`src/rtl/pe_acc_pipe.sv`:
```
// Systolic PE: 1-cycle operand/control forwarding plus a two-stage CONV/MAXPOOL/SUM window accumulator.
// Optional macro PE_SATURATE_EN clamps psum_o to the DATA_WIDTH signed range instead of wrapping.
module pe_acc_pipe #(
    parameter int DATA_WIDTH = 16,
    parameter int FRAC_BITS  = 8,
    parameter int GUARD_BITS = 8
) (
    input  logic                  clk_i,
    input  logic                  rst_ni,
    input  logic [1:0]            mode_i,
    input  logic                  vld_i,
    input  logic                  clr_i,
    input  logic                  last_i,
    input  logic [DATA_WIDTH-1:0] srca_i,
    input  logic [DATA_WIDTH-1:0] srcb_i,
    output logic                  vld_o,
    output logic                  clr_o,
    output logic                  last_o,
    output logic [1:0]            mode_o,
    output logic [DATA_WIDTH-1:0] srca_o,
    output logic [DATA_WIDTH-1:0] srcb_o,
    output logic [DATA_WIDTH-1:0] psum_o,
    output logic                  psum_vld_o
);

    localparam int ACC_WIDTH = 2*DATA_WIDTH + GUARD_BITS;
    localparam logic [1:0] MODE_MAX = 2'b01;
    localparam logic [1:0] MODE_SUM = 2'b10;

    function automatic logic [DATA_WIDTH-1:0] scale(input logic signed [ACC_WIDTH-1:0] x);
        logic signed [ACC_WIDTH-1:0] sh;
`ifdef PE_SATURATE_EN
        logic signed [ACC_WIDTH-1:0] sat_max;
        logic signed [ACC_WIDTH-1:0] sat_min;
        sat_max = {{(ACC_WIDTH-DATA_WIDTH+1){1'b0}}, {(DATA_WIDTH-1){1'b1}}};
        sat_min = {{(ACC_WIDTH-DATA_WIDTH+1){1'b1}}, {(DATA_WIDTH-1){1'b0}}};
        sh = x >>> FRAC_BITS;
        if (sh > sat_max)
            sh = sat_max;
        else if (sh < sat_min)
            sh = sat_min;
`else
        sh = x >>> FRAC_BITS;
`endif
        return DATA_WIDTH'(sh);
    endfunction

    logic signed [DATA_WIDTH-1:0]   a_s;
    logic signed [DATA_WIDTH-1:0]   b_s;
    logic signed [2*DATA_WIDTH-1:0] prod;
    logic signed [ACC_WIDTH-1:0]    p_nxt;
    logic [1:0]                     mode_eff;

    logic [1:0]                     win_mode_p1;
    logic signed [ACC_WIDTH-1:0]    p_p1;
    logic                           vld_p1;
    logic                           clr_p1;
    logic                           last_p1;
    logic                           max_p1;

    logic signed [ACC_WIDTH-1:0]    acc_p2;
    logic signed [ACC_WIDTH-1:0]    acc_nxt;

    assign a_s  = srca_i;
    assign b_s  = srcb_i;
    assign prod = (2*DATA_WIDTH)'(a_s) * (2*DATA_WIDTH)'(b_s);

    // The window's mode takes effect on its clr element itself, then sticks until the next clr.
    always_comb begin
        mode_eff = clr_i ? mode_i : win_mode_p1;
        if (mode_eff == MODE_MAX || mode_eff == MODE_SUM)
            p_nxt = ACC_WIDTH'(a_s) <<< FRAC_BITS;
        else
            p_nxt = ACC_WIDTH'(prod);
    end

    // Stage 0 -> 1: forwarding registers and operand pre-scaling
    always_ff @(posedge clk_i or negedge rst_ni) begin
        if (!rst_ni) begin
            vld_o       <= 1'b0;
            clr_o       <= 1'b0;
            last_o      <= 1'b0;
            mode_o      <= '0;
            srca_o      <= '0;
            srcb_o      <= '0;
            win_mode_p1 <= '0;
            p_p1        <= '0;
            vld_p1      <= 1'b0;
            clr_p1      <= 1'b0;
            last_p1     <= 1'b0;
            max_p1      <= 1'b0;
        end else begin
            vld_o  <= vld_i;
            clr_o  <= clr_i;
            last_o <= last_i;
            mode_o <= mode_i;
            srca_o <= srca_i;
            srcb_o <= srcb_i;
            vld_p1 <= vld_i;
            if (vld_i) begin
                p_p1    <= p_nxt;
                clr_p1  <= clr_i;
                last_p1 <= last_i;
                max_p1  <= (mode_eff == MODE_MAX);
                if (clr_i)
                    win_mode_p1 <= mode_i;
            end
        end
    end

    always_comb begin
        if (clr_p1)
            acc_nxt = p_p1;
        else if (max_p1)
            acc_nxt = (p_p1 > acc_p2) ? p_p1 : acc_p2;
        else
            acc_nxt = acc_p2 + p_p1;
    end

    // Stage 1 -> 2: accumulate and emit the window result
    always_ff @(posedge clk_i or negedge rst_ni) begin
        if (!rst_ni) begin
            acc_p2     <= '0;
            psum_o     <= '0;
            psum_vld_o <= 1'b0;
        end else begin
            psum_vld_o <= vld_p1 & last_p1;
            if (vld_p1) begin
                acc_p2 <= acc_nxt;
                if (last_p1)
                    psum_o <= scale(acc_nxt);
            end
        end
    end

endmodule

```
`config.mk`:
```
export PLATFORM = sky130hd
export DESIGN_NAME = pe_acc_pipe
export DESIGN_NICKNAME = d
export VERILOG_FILES = /design/src/rtl/pe_acc_pipe.sv
export SDC_FILE = /design/constraint.sdc
export NUM_CORES = 1
export LEC_CHECK = 0
export BUFFER_PORTS_ARGS = -buffer_cell sky130_fd_sc_hd__buf_2
export CAP_MARGIN = 10
export CORE_MARGIN = 2
export CORE_UTILIZATION = 28
export DETAILED_ROUTE_END_ITERATION = 7
export MAX_ROUTING_LAYER = met4
export SETUP_SLACK_MARGIN = 0.1
export SYNTH_ARGS = -nofsm -noshare
export SYNTH_HDL_FRONTEND = slang
export SYNTH_SLANG_ARGS = --single-unit
```
`constraint.sdc`:
```
create_clock -name clk_i -period 4.9 [get_ports clk_i]
set_clock_uncertainty 0.2 [all_clocks]
set_input_delay 0.98 -clock clk_i [delete_from_list [all_inputs] [get_ports clk_i]]
set_output_delay 0.98 -clock clk_i [all_outputs]
set_load 0.05 [all_outputs]
```
# Word-level counts from Yosys, hierarchy flattened
# Cells that the tools add are included.
totals:
  regBits: 139
  input_bits: 39
op_classes:
  addsub: 1
  mul: 1
  order_cmp: 1
  n_eq_ne: 3
  mux: 5
  bitwise: 1
  reduce_logical: 3
ops:
  columns: ["cell", "count"]
  rows:
  - ["40-bit 2-to-1 mux", 4]
  - ["40-bit adder", 1]
  - ["40-bit greater-than comparator", 1]
  - ["16-bit by 16-bit multiplier with 32-bit output", 1]
  - ["2-bit AND reduction", 2]
  - ["3-bit by 2-bit != test with 1-bit output (second input constant)", 1]
  - ["2-bit by 1-bit equality test with 1-bit output (second input constant)", 1]
  - ["2-bit equality test (second input constant)", 1]
  - ["2-bit 2-to-1 mux", 1]
  - ["1-bit AND", 1]
  - ["1-bit logical OR", 1]

# Logic depth before layout (Yosys ltp)
# Gate-level depths: netlist of run 1.
depth:
  ltp_word: 4
  mapped_depth: 26

# Least setup slack after synthesis of run 1
# Ideal clock, no wire load.
synth_path:
  kind: "input -> register"
  start: "input port srcb_i[7]"
  end: "register p_p1[38]"
  setup_ns: 0.139
  t_arrival_ns: 6.811
  slack_ns: -2.250
  stages: 25
  n_path_buf: 1
  path_cell_list: "clkbuf_1 nand2_1 fa_1 inv_1 fa_1 inv_1 fa_1 inv_1 fa_1 fa_1 inv_1 fa_1 inv_1 ha_1 nand2_1 o21ai_0 a211oi_1 and2_2 o221ai_1 o22a_1 a221o_1 a211oi_2 a21oi_1 xnor2_1 o221ai_1"
synth_via:
  elab_chain_len: 2
synth_lines:
  columns: ["item", "line_no", "rtl"]
  rows:
  - ["from (decl)", "15", "input logic [DATA_WIDTH-1:0] srcb_i,"]
  - ["16-bit by 16-bit multiplier with 32-bit output", "66", "assign prod = (2*DATA_WIDTH)'(a_s) * (2*DATA_WIDTH)'(b_s);"]
  - ["40-bit 2-to-1 mux", "71", "if (mode_eff == MODE_MAX || mode_eff == MODE_SUM)"]
  - ["to (signal assigned)", "101", "p_p1 <= p_nxt;"]
  - ["to (decl)", "55", "logic signed [ACC_WIDTH-1:0] p_p1;"]
# Every way passes these cells.
# A chain may end at the register's enable or synchronous reset.

# Worst setup path in the final report of run 1
layout_path:
  start: "input port srcb_i[6]"
  end: "register p_p1[30]"
# The elaborated chain is that of the path after synthesis.

==> impl_metrics.tcl, run 1 <==
set metrics [dict create \
    cp_top_family "adder cells" \
    setup-violations-final 24 \
    avgViaCountPerCell 4.67 \
    io_buffers 92 \
    grt_setup_unrepaired "yes" \
    cp.required_ns 5.02 \
    cts.sinks 131 \
    cpMostUsedCell "fa_1" \
    postRouteAntennaNets 0 \
    synth_area_um2 18100 \
    ys.warnings.count 0 \
    synth_top_cells_by_count "inv_1, fa_1, nand2_1" \
    postSynthAreaPerCell_um2 9.22 \
    dp.cells 3022 \
    cts_made_buffers 17 \
    fill_cells 6394 \
    fin_tns_setup_ns -26.53 \
    synth_edf_count 0 \
    final_max_slew_viol_count 0 \
    drc 0 \
    diodes 0 \
    drt-total-wl_um 50300 \
    slew_headroom_pct 37.1 \
    whs_path_depth 2 \
    crit_type "in -> reg" \
    dr.pass1.iters 6 \
    hold_start "psum_o[5]" \
    cp.arrival_ns 6.61 \
    routedWlPerCell_um 16.3 \
    grt_start_max_net_pins 96 \
    violations "setup timing" \
    vias 14400 \
    syn-num-nets 2426 \
    crit_buf_inv 6 \
    hold_viol_final 0 \
    start_kind "primary input" \
    synth_top_area_share_pct 29.1 \
    boundaryPins 93 \
    die_area_um2 66600 \
    r2r_cells 12 \
    status "finished, violations left" \
    die_y_um 258 \
    grt_pass1_wl_um 81000 \
    max_stage_delay_ns 0.55 \
    cpMaxStageDelayCell "fa_1" \
    crit_path_end_kind "flop" \
    r2r_setup_slack_ns 0.59 \
    ys_seq_elements 131 \
    timing.max_cap.violations 0 \
    async_flop_share_pct 100 \
    core_area_um2 64100 \
    synth_ff_type "dfrtp_1" \
    root_buffer "clkbuf_16" \
    hp-class "reg -> reg" \
    synth_cell_type_count 79 \
    yosysMostFrequentCell "inv_1" \
    initial_utilization_pct 28.2 \
    layout_setup_ws_ns -1.59 \
    timing.final.crit_period_ns 6.49 \
    groute.usage.overall_pct 15.8 \
    hold_buffers 0 \
    worst_pin_slew_ns 0.944 \
    cts_max_level 4 \
    first_global_vias 15300 \
    r2r_end "acc_p2[39]" \
    cts_max_path_buffers 2 \
    antenna_found_initial 0 \
    cts_tree "done" \
    fmax_mhz 154 \
    finalNonFillerCells 3090 \
    fp-row-count 93 \
    synth_area_leaders "fa_1, dfrtp_1, ha_1" \
    initialDrtViolationCount 743 \
    cts.reportedPaths.clkPinSlew_ns 0.06 \
    r2r-start "p_p1[38]" \
    clkLatencyLatePin_ns 0.47 \
    period_share_pct 132 \
    synth_seq_area_share_pct 18.1 \
    final_nets 2686 \
    area_growth_pct 25.2 \
    cp_max_fo 5 \
    synth.largest_area_cell "fa_1" \
    synthCells 1962 \
    die_w_um 258 \
    gp_congestion 0.875 \
    hold_end "psum_o[5]" \
    dp_hpwl_um 40900 \
    drive_gt1_share_pct 24.3 \
    grt-ovfl-total 0 \
]
## worst reg2reg max path, delay by kind of cell, from the launching register on
kind | cells | cell delay, ns
xor+xnor | 1 | 0.26
simple gates | 2 | 0.28
fa+ha+maj | 1 | 0.50
compound gates | 8 | 2.11
flops | 1 | 0.88
## routing by layer
| metal | GRT usage (%) | wire, um | vias up |
|---|---|---|---|
| li1 | - | - | 6760 |
| met1 | 20.3 | 23300 | 7312 |
| met2 | 25.9 | 24000 | 306 |
| met3 | 2.71 | 2200 | 53 |
| met4 | 3.64 | 875 | 0 |
| met5 | - | 0 | - |
## cell type report
type	count	area [um^2]	area share, %
clock buffer	19	453	2.00
clock inverter	13	150	0.663
inverter	388	1460	6.45
multi-input combinational	1369	13700	60.4
sequential	131	3280	14.5
tap	855	1070	4.73
timing repair buffer	315	2550	11.3
## state kept, by name (all words and copies together) (netlist names)
register	cells
acc_p2	40
clr_o	1
clr_p1	1
last_o	1
last_p1	1
max_p1	1
mode_o	2
p_p1	32
psum_o	16
psum_vld_o	1
srca_o	16
srcb_o	16
vld_p1	1
win_mode_p1	2
## cells in the final DEF (no fill, tap or decap), types with 52 or more instances in the layout
cell	instances
nor2_1	93
and2_1	103
buf_4	189
fa_1	248
buf_2	65
a21oi_1	97
dfrtp_1	131
ha_1	140
inv_1	356
xnor2_1	52
nand2_1	159
## kinds of logic after synthesis
| kind of cell | after synthesis | share of synthesized area [%] |
|---|---|---|
| adder cells (fa/ha/maj) | 425 | 40.3 |
| multiplexers | 36 | 2.08 |
| flip-flops | 131 | 18.1 |
| buffers and inverters | 462 | 9.94 |
| AO/OA/AOI/OAI | 338 | 12.4 |
| XOR/XNOR | 71 | 3.44 |
| AND/OR/NAND/NOR | 499 | 13.7 |
## how the worst max path moves through the flow
stage / start / endpoint / slack [ns] / cells after the start
final: srcb_i[6] / p_p1[30] / -1.59 / 25
after global routing: srcb_i[6] / p_p1[38] / -1.79 / 24
after CTS: srcb_i[6] / p_p1[29] / -1.62 / 24
after detailed placement: srcb_i[6] / p_p1[30] / -2.24 / 25
after global placement: srcb_i[6] / p_p1[30] / -2.11 / 25
after floorplan: srcb_i[6] / p_p1[38] / -1.74 / 24
## stage by stage
step                worst slack [ns]  hold WS, ns  cell area (um^2)  util (%)
global placement               -2.11        0.277             20900      32.6
detailed placement             -2.24        0.277             20900      32.6
global route                   -1.79        0.326             22600      35.3
finish                         -1.59        0.282             22600      35.3
floorplan                      -1.74        0.275             18500         -
CTS                            -1.62        0.291             22200      34.6
## what timing repair did
action | CTS | global route
cloned | 1 | 2
setup buffers | 21 | 16
endpoints found under the setup margin | 26 | 25
resized for setup | 133 | 83
pin swaps | 108 | 83
Power of run 1 is not shown: default switching activity piles up to over one toggle a cycle in this logic, so the estimate is an artifact.
==> run 2: changes to the inputs <==
Settings changed: CELL_PAD_IN_SITES_DETAIL_PLACEMENT from default to 2, CELL_PAD_IN_SITES_GLOBAL_PLACEMENT from default to 2, PLACE_DENSITY_LB_ADDON from default to 0.1.
==> run 2 against run 1 <==
  * Non-clock buffer count shrank 6
  * Core utilization is essentially flat
  * Flip-flop and latch count did not move
  * First-iteration DRC count decreased by 37%
  * Die area did not move
  * Register-to-register slack better by 0.09 ns
  * The flow still finishes with violations (setup timing)
  * Count of clock-buffer cells in the layout fell by 2
  * Sequential share of layout area about the same
  * Worst hold slack worse by 0.0023 ns
  * Global-route usage increased by 3.6 points
==> impl_metrics.tcl, run 2 (synthesized netlist as in run 1, its figures left out) <==
set metrics [dict create \
    worst_pin_slew_ns 1.00 \
    grt_setup_unrepaired "yes" \
    violations "setup timing" \
    initial_utilization_pct 28.2 \
    cp_max_fo 6 \
    grt_pass1_wl_um 97600 \
    cp.required_ns 5.04 \
    grt-ovfl-total 0 \
    endpoint "p_p1[29]" \
    postRouteAntennaNets 0 \
    r2r_setup_slack_ns 0.68 \
    boundaryPins 93 \
    r2r_end "acc_p2[39]" \
    gp_congestion 0.816 \
    routedWlPerCell_um 19.6 \
    slew_headroom_pct 33.1 \
    path_depth 24 \
    fill_cells 7063 \
    timing.max_cap.violations 0 \
    fmax_mhz 153 \
    grt_start_max_net_pins 87 \
    hold_viol_final 0 \
    drive_gt1_share_pct 24.5 \
    critPathLaunch "srcb_i[6]" \
    dp.cells 3031 \
    crit_chain "buf_12 > and2_4 > fa_1 > inv_2 > fa_1 > fa_2 > inv_2 > fa_1 > fa_1 > inv_2 > fa_1 > inv_2 > ha_4 > nand2_4 > nor2_4 > a211oi_2 > and2_4 > o221ai_4 > o22a_1 > a221o_1 > a211oi_2 > buf_4 > xor2_1 > o221ai_1" \
    die_w_um 258 \
    crit_type "in -> reg" \
    area_growth_pct 25.3 \
    layout_common_cells "inv_1, fa_1, buf_4, nand2_1, ha_1" \
    cpMostUsedCell "fa_1" \
    die_y_um 258 \
    clkLatencyLatePin_ns 0.50 \
    max_stage_delay_ns 0.55 \
    avgViaCountPerCell 4.67 \
    cp.arrival_ns 6.66 \
    cts_tree "done" \
    cts.sinks 131 \
    finalNonFillerCells 3084 \
    r2r_cells 12 \
    hold_buffers 0 \
    final_nets 2680 \
    setup-violations-final 23 \
    fp-row-count 93 \
    root_buffer "clkbuf_16" \
    r2r-start "p_p1[38]" \
    die_area_um2 66600 \
    hp-class "reg -> reg" \
    cpMaxStageDelayCell "fa_1" \
    crit_path_end_kind "flop" \
    cts_made_buffers 17 \
    dp_hpwl_um 50000 \
    layout_setup_ws_ns -1.62 \
    final_common_cell "inv_1" \
    io_buffers 92 \
    crit_buf_inv 6 \
    cts_max_path_buffers 2 \
    vias 14400 \
    top_register "acc_p2" \
    antenna_found_initial 1 \
    drt-total-wl_um 60500 \
    start_kind "primary input" \
    first_global_vias 17000 \
    cp_top_family "adder cells" \
    initialDrtViolationCount 469 \
    cts_max_level 4 \
    drc 0 \
    groute.usage.overall_pct 19.4 \
    timing.final.crit_period_ns 6.52 \
    cts.reportedPaths.clkPinSlew_ns 0.07 \
    final_max_slew_viol_count 0 \
    core_area_um2 64100 \
    reg_top3 "acc_p2 (40), p_p1 (32)" \
    status "finished, violations left" \
    diodes 0 \
    period_share_pct 133 \
    largest_reg_flops 40 \
    dr.pass1.iters 4 \
]
run 2: cell count changes in the layout (fill, tap and decap cells not counted), moves of 4 or more:
cell,change
buf_12,+8
inv_1,-6
buf_6,-13
clkinvlp_4,-4
inv_2,+7
inv_8,+4
and2_1,-5
and2_4,+5
run 2: layout make-up:
cell class / instances / area (um^2) / share of cell area [%]
inverters: 388 / 1460 / 6.43
well taps: 855 / 1070 / 4.72
multi-input cells: 1369 / 13700 / 60.5
clock inverters: 15 / 186 / 0.823
repair buffers: 309 / 2540 / 11.2
flip-flops and latches: 131 / 3280 / 14.5
clock buffers: 17 / 425 / 1.88
run 2: how the worst min path moves through the flow:
| stage | from | end | slack (ns) | cells after the start |
|---|---|---|---|---|
| after global routing | psum_o[0] | psum_o[0] | 0.31 | 2 |
| after global placement | psum_o[15] | psum_o[15] | 0.26 | 2 |
| after floorplan | win_mode_p1[0] | win_mode_p1[0] | 0.28 | 1 |
| after CTS | psum_o[4] | psum_o[4] | 0.29 | 2 |
| final | psum_o[8] | psum_o[8] | 0.28 | 2 |
| after detailed placement | psum_o[4] | psum_o[4] | 0.27 | 2 |
run 2: layer usage:
metal	vias up	global-route usage [%]	wire, um
li1	6733	-	-
met1	7509	24.5	28000
met2	113	33.2	30300
met3	47	2.19	1040
met4	0	4.43	1090
met5	-	-	0
run 2: worst register-to-register path: cells and delay by family (launching register included):
kind,cells,cell delay (ns)
AO/OA/AOI/OAI,8,2.08
XOR/XNOR,1,0.28
adder cells (fa/ha/maj),1,0.49
flip-flops,1,0.82
AND/OR/NAND/NOR,2,0.25
run 2: what timing repair did:
action	CTS	global route
gates cloned	0	2
resized for setup	168	69
setup endpoints to repair	26	25
setup buffers	13	11
pin swaps	84	73
run 2: metrics by stage:
stage / hold WS (ns) / instance area, um^2 / utilization, % / setup slack, ns / TNS, ns
6_report: 0.280 / 22700 / 35.3 / -1.62 / -26.86
5_1_grt: 0.312 / 22700 / 35.3 / -1.83 / -31.21
4_1_cts: 0.287 / 22300 / 34.9 / -1.63 / -26.53
3_5_place_dp: 0.270 / 21000 / 32.8 / -2.38 / -44.68
3_3_place_gp: 0.259 / 21000 / 32.8 / -2.21 / -42.19
2_1_floorplan: 0.275 / 18500 / - / -1.74 / -27.30
Power of run 2 is left out for the same reason.
==> run 3: changes to the inputs <==
Settings changed: BUFFER_PORTS_ARGS -buffer_cell sky130_fd_sc_hd__buf_2 to -buffer_cell sky130_fd_sc_hd__buf_4.
==> run 3 against run 2 <==
  * The flow still finishes with violations (setup timing)
  * First-iteration DRC count is 16% higher
  * Flip-flop and latch count unchanged
  * Die area stayed put
  * Highest routed layer unchanged
==> impl_metrics.tcl, run 3 (synthesized netlist as in run 1, its figures left out) <==
set metrics [dict create \
    final_common_cell "inv_1" \
    hp-class "reg -> reg" \
    largest_reg_flops 40 \
    cts_made_buffers 17 \
    finalNonFillerCells 3087 \
    place_area_um2 21300 \
    setup-violations-final 25 \
    antenna_found_initial 1 \
    cts.reportedPaths.clkPinSlew_ns 0.06 \
    die_area_um2 66600 \
    die_y_um 258 \
    grt_start_max_net_pins 92 \
    diodes 0 \
    cts_max_path_buffers 2 \
    dp.cells 3028 \
    layout_common_cells "inv_1, buf_4, fa_1, nand2_1, ha_1" \
    r2r_setup_slack_ns 0.54 \
    dp_hpwl_um 49600 \
    core_area_um2 64100 \
    crit_path_end_kind "flop" \
    violations "setup timing" \
    routedWlPerCell_um 19.5 \
    drt-total-wl_um 60200 \
    cp.arrival_ns 6.63 \
    cts.sinks 131 \
    initialDrtViolationCount 546 \
    vias 14400 \
    slew_headroom_pct 36.9 \
    initial_utilization_pct 28.2 \
    fp-row-count 93 \
    layout_setup_ws_ns -1.60 \
    area_growth_pct 25.8 \
    fill_cells 7015 \
    gp_congestion 0.810 \
    cts_max_level 4 \
    groute.usage.overall_pct 19.3 \
    fin_util_pct 35.5 \
    seqCellArea_um2 3280 \
    io_buffers 92 \
    hold_viol_final 0 \
    grt-ovfl-total 0 \
    top_register "acc_p2" \
    timing.max_cap.violations 0 \
    first_global_vias 17000 \
    postRouteAntennaNets 0 \
    grt_pass1_wl_um 97000 \
    start_kind "primary input" \
    final_max_slew_viol_count 0 \
    worst_pin_slew_ns 0.946 \
    final_nets 2684 \
    cp_max_fo 5 \
    grt_setup_unrepaired "yes" \
    period_share_pct 133 \
    reg_top3 "acc_p2 (40), p_p1 (32)" \
    final_area_um2 22800 \
    drive_gt1_share_pct 24.1 \
    die_w_um 258 \
    drc 0 \
    multi_input_area_um2 13600 \
    cts_tree "done" \
    dr.pass1.iters 4 \
    cp.required_ns 5.03 \
    avgViaCountPerCell 4.68 \
    clkLatencyLatePin_ns 0.49 \
    root_buffer "clkbuf_16" \
    crit_type "in -> reg" \
    fmax_mhz 154 \
    status "finished, violations left" \
    boundaryPins 93 \
    hold_buffers 0 \
    timing.final.crit_period_ns 6.50 \
]
## run 3: cell types whose count changed in the layout (fill, tap and decap cells not counted), moves of 4 or more
| cell | delta |
|---|---|
| fa_2 | +4 |
| buf_8 | -4 |
| and2_1 | +9 |
| and2_4 | -9 |
| fa_1 | -4 |
| buf_4 | +62 |
| inv_8 | -5 |
| buf_6 | +11 |
| buf_2 | -63 |
## run 3: what timing repair did
item                                   CTS  global route
gates resized for setup                116            62
setup endpoints to repair               26            26
endpoints found under the hold margin    0             0
gates cloned                             0             1
pin swaps                               76            52
setup buffers                           21            10
## run 3: path summary, 6_finish.rpt
path	startpoint	endpoint	cells past startpoint
max in group asynchronous	rst_ni	p_p1[20]	2
worst max-delay path	srcb_i[4]	p_p1[29]	24
worst max register to register	p_p1[38]	acc_p2[37]	12
worst min register to register	psum_o[6]	psum_o[6]	2
min in group asynchronous	rst_ni	psum_o[6]	1
worst min-delay path	psum_o[6]	psum_o[6]	2
## run 3: area by class of cell
cell class | instances | share of cell area [%]
clock buffers | 21 | 2.07
clock inverters | 10 | 0.544
inverters | 388 | 6.40
multi-input cells | 1369 | 60.0
flip-flops and latches | 131 | 14.4
well taps | 855 | 4.70
repair buffers | 313 | 11.9
## run 3: metrics by stage
stage               hold WS, ns  setup TNS, ns  setup WS [ns]
global placement          0.266         -40.69          -2.13
CTS                       0.300         -27.51          -1.58
global route              0.326         -34.10          -1.83
floorplan                 0.275         -27.30          -1.74
finish                    0.288         -29.00          -1.60
detailed placement        0.286         -42.64          -2.25
## run 3: routing by layer
layer,track usage (%),vias to the layer above,part of all wire [%]
li1,-,6727,-
met1,24.0,7536,46
met5,-,-,0
met3,2.19,50,2.0
met4,4.53,0,1.8
met2,33.6,121,50
## run 3: critical path: stages
cell and delay (ns):
buf_12 0.12, and2_4 0.16, fa_1 0.55, inv_2 0.04
fa_1 0.49, fa_2 0.54, inv_2 0.04, fa_2 0.44
fa_1 0.56, inv_2 0.04, fa_1 0.54, inv_2 0.05
ha_4 0.23, nand2_4 0.08, nor2_4 0.05, a211oi_2 0.20
and2_4 0.19, o221ai_4 0.11, o22a_1 0.20, a221o_1 0.34
a211oi_2 0.27, buf_4 0.16, xor2_1 0.12, o221ai_1 0.13
Power of run 3 is left out for the same reason.
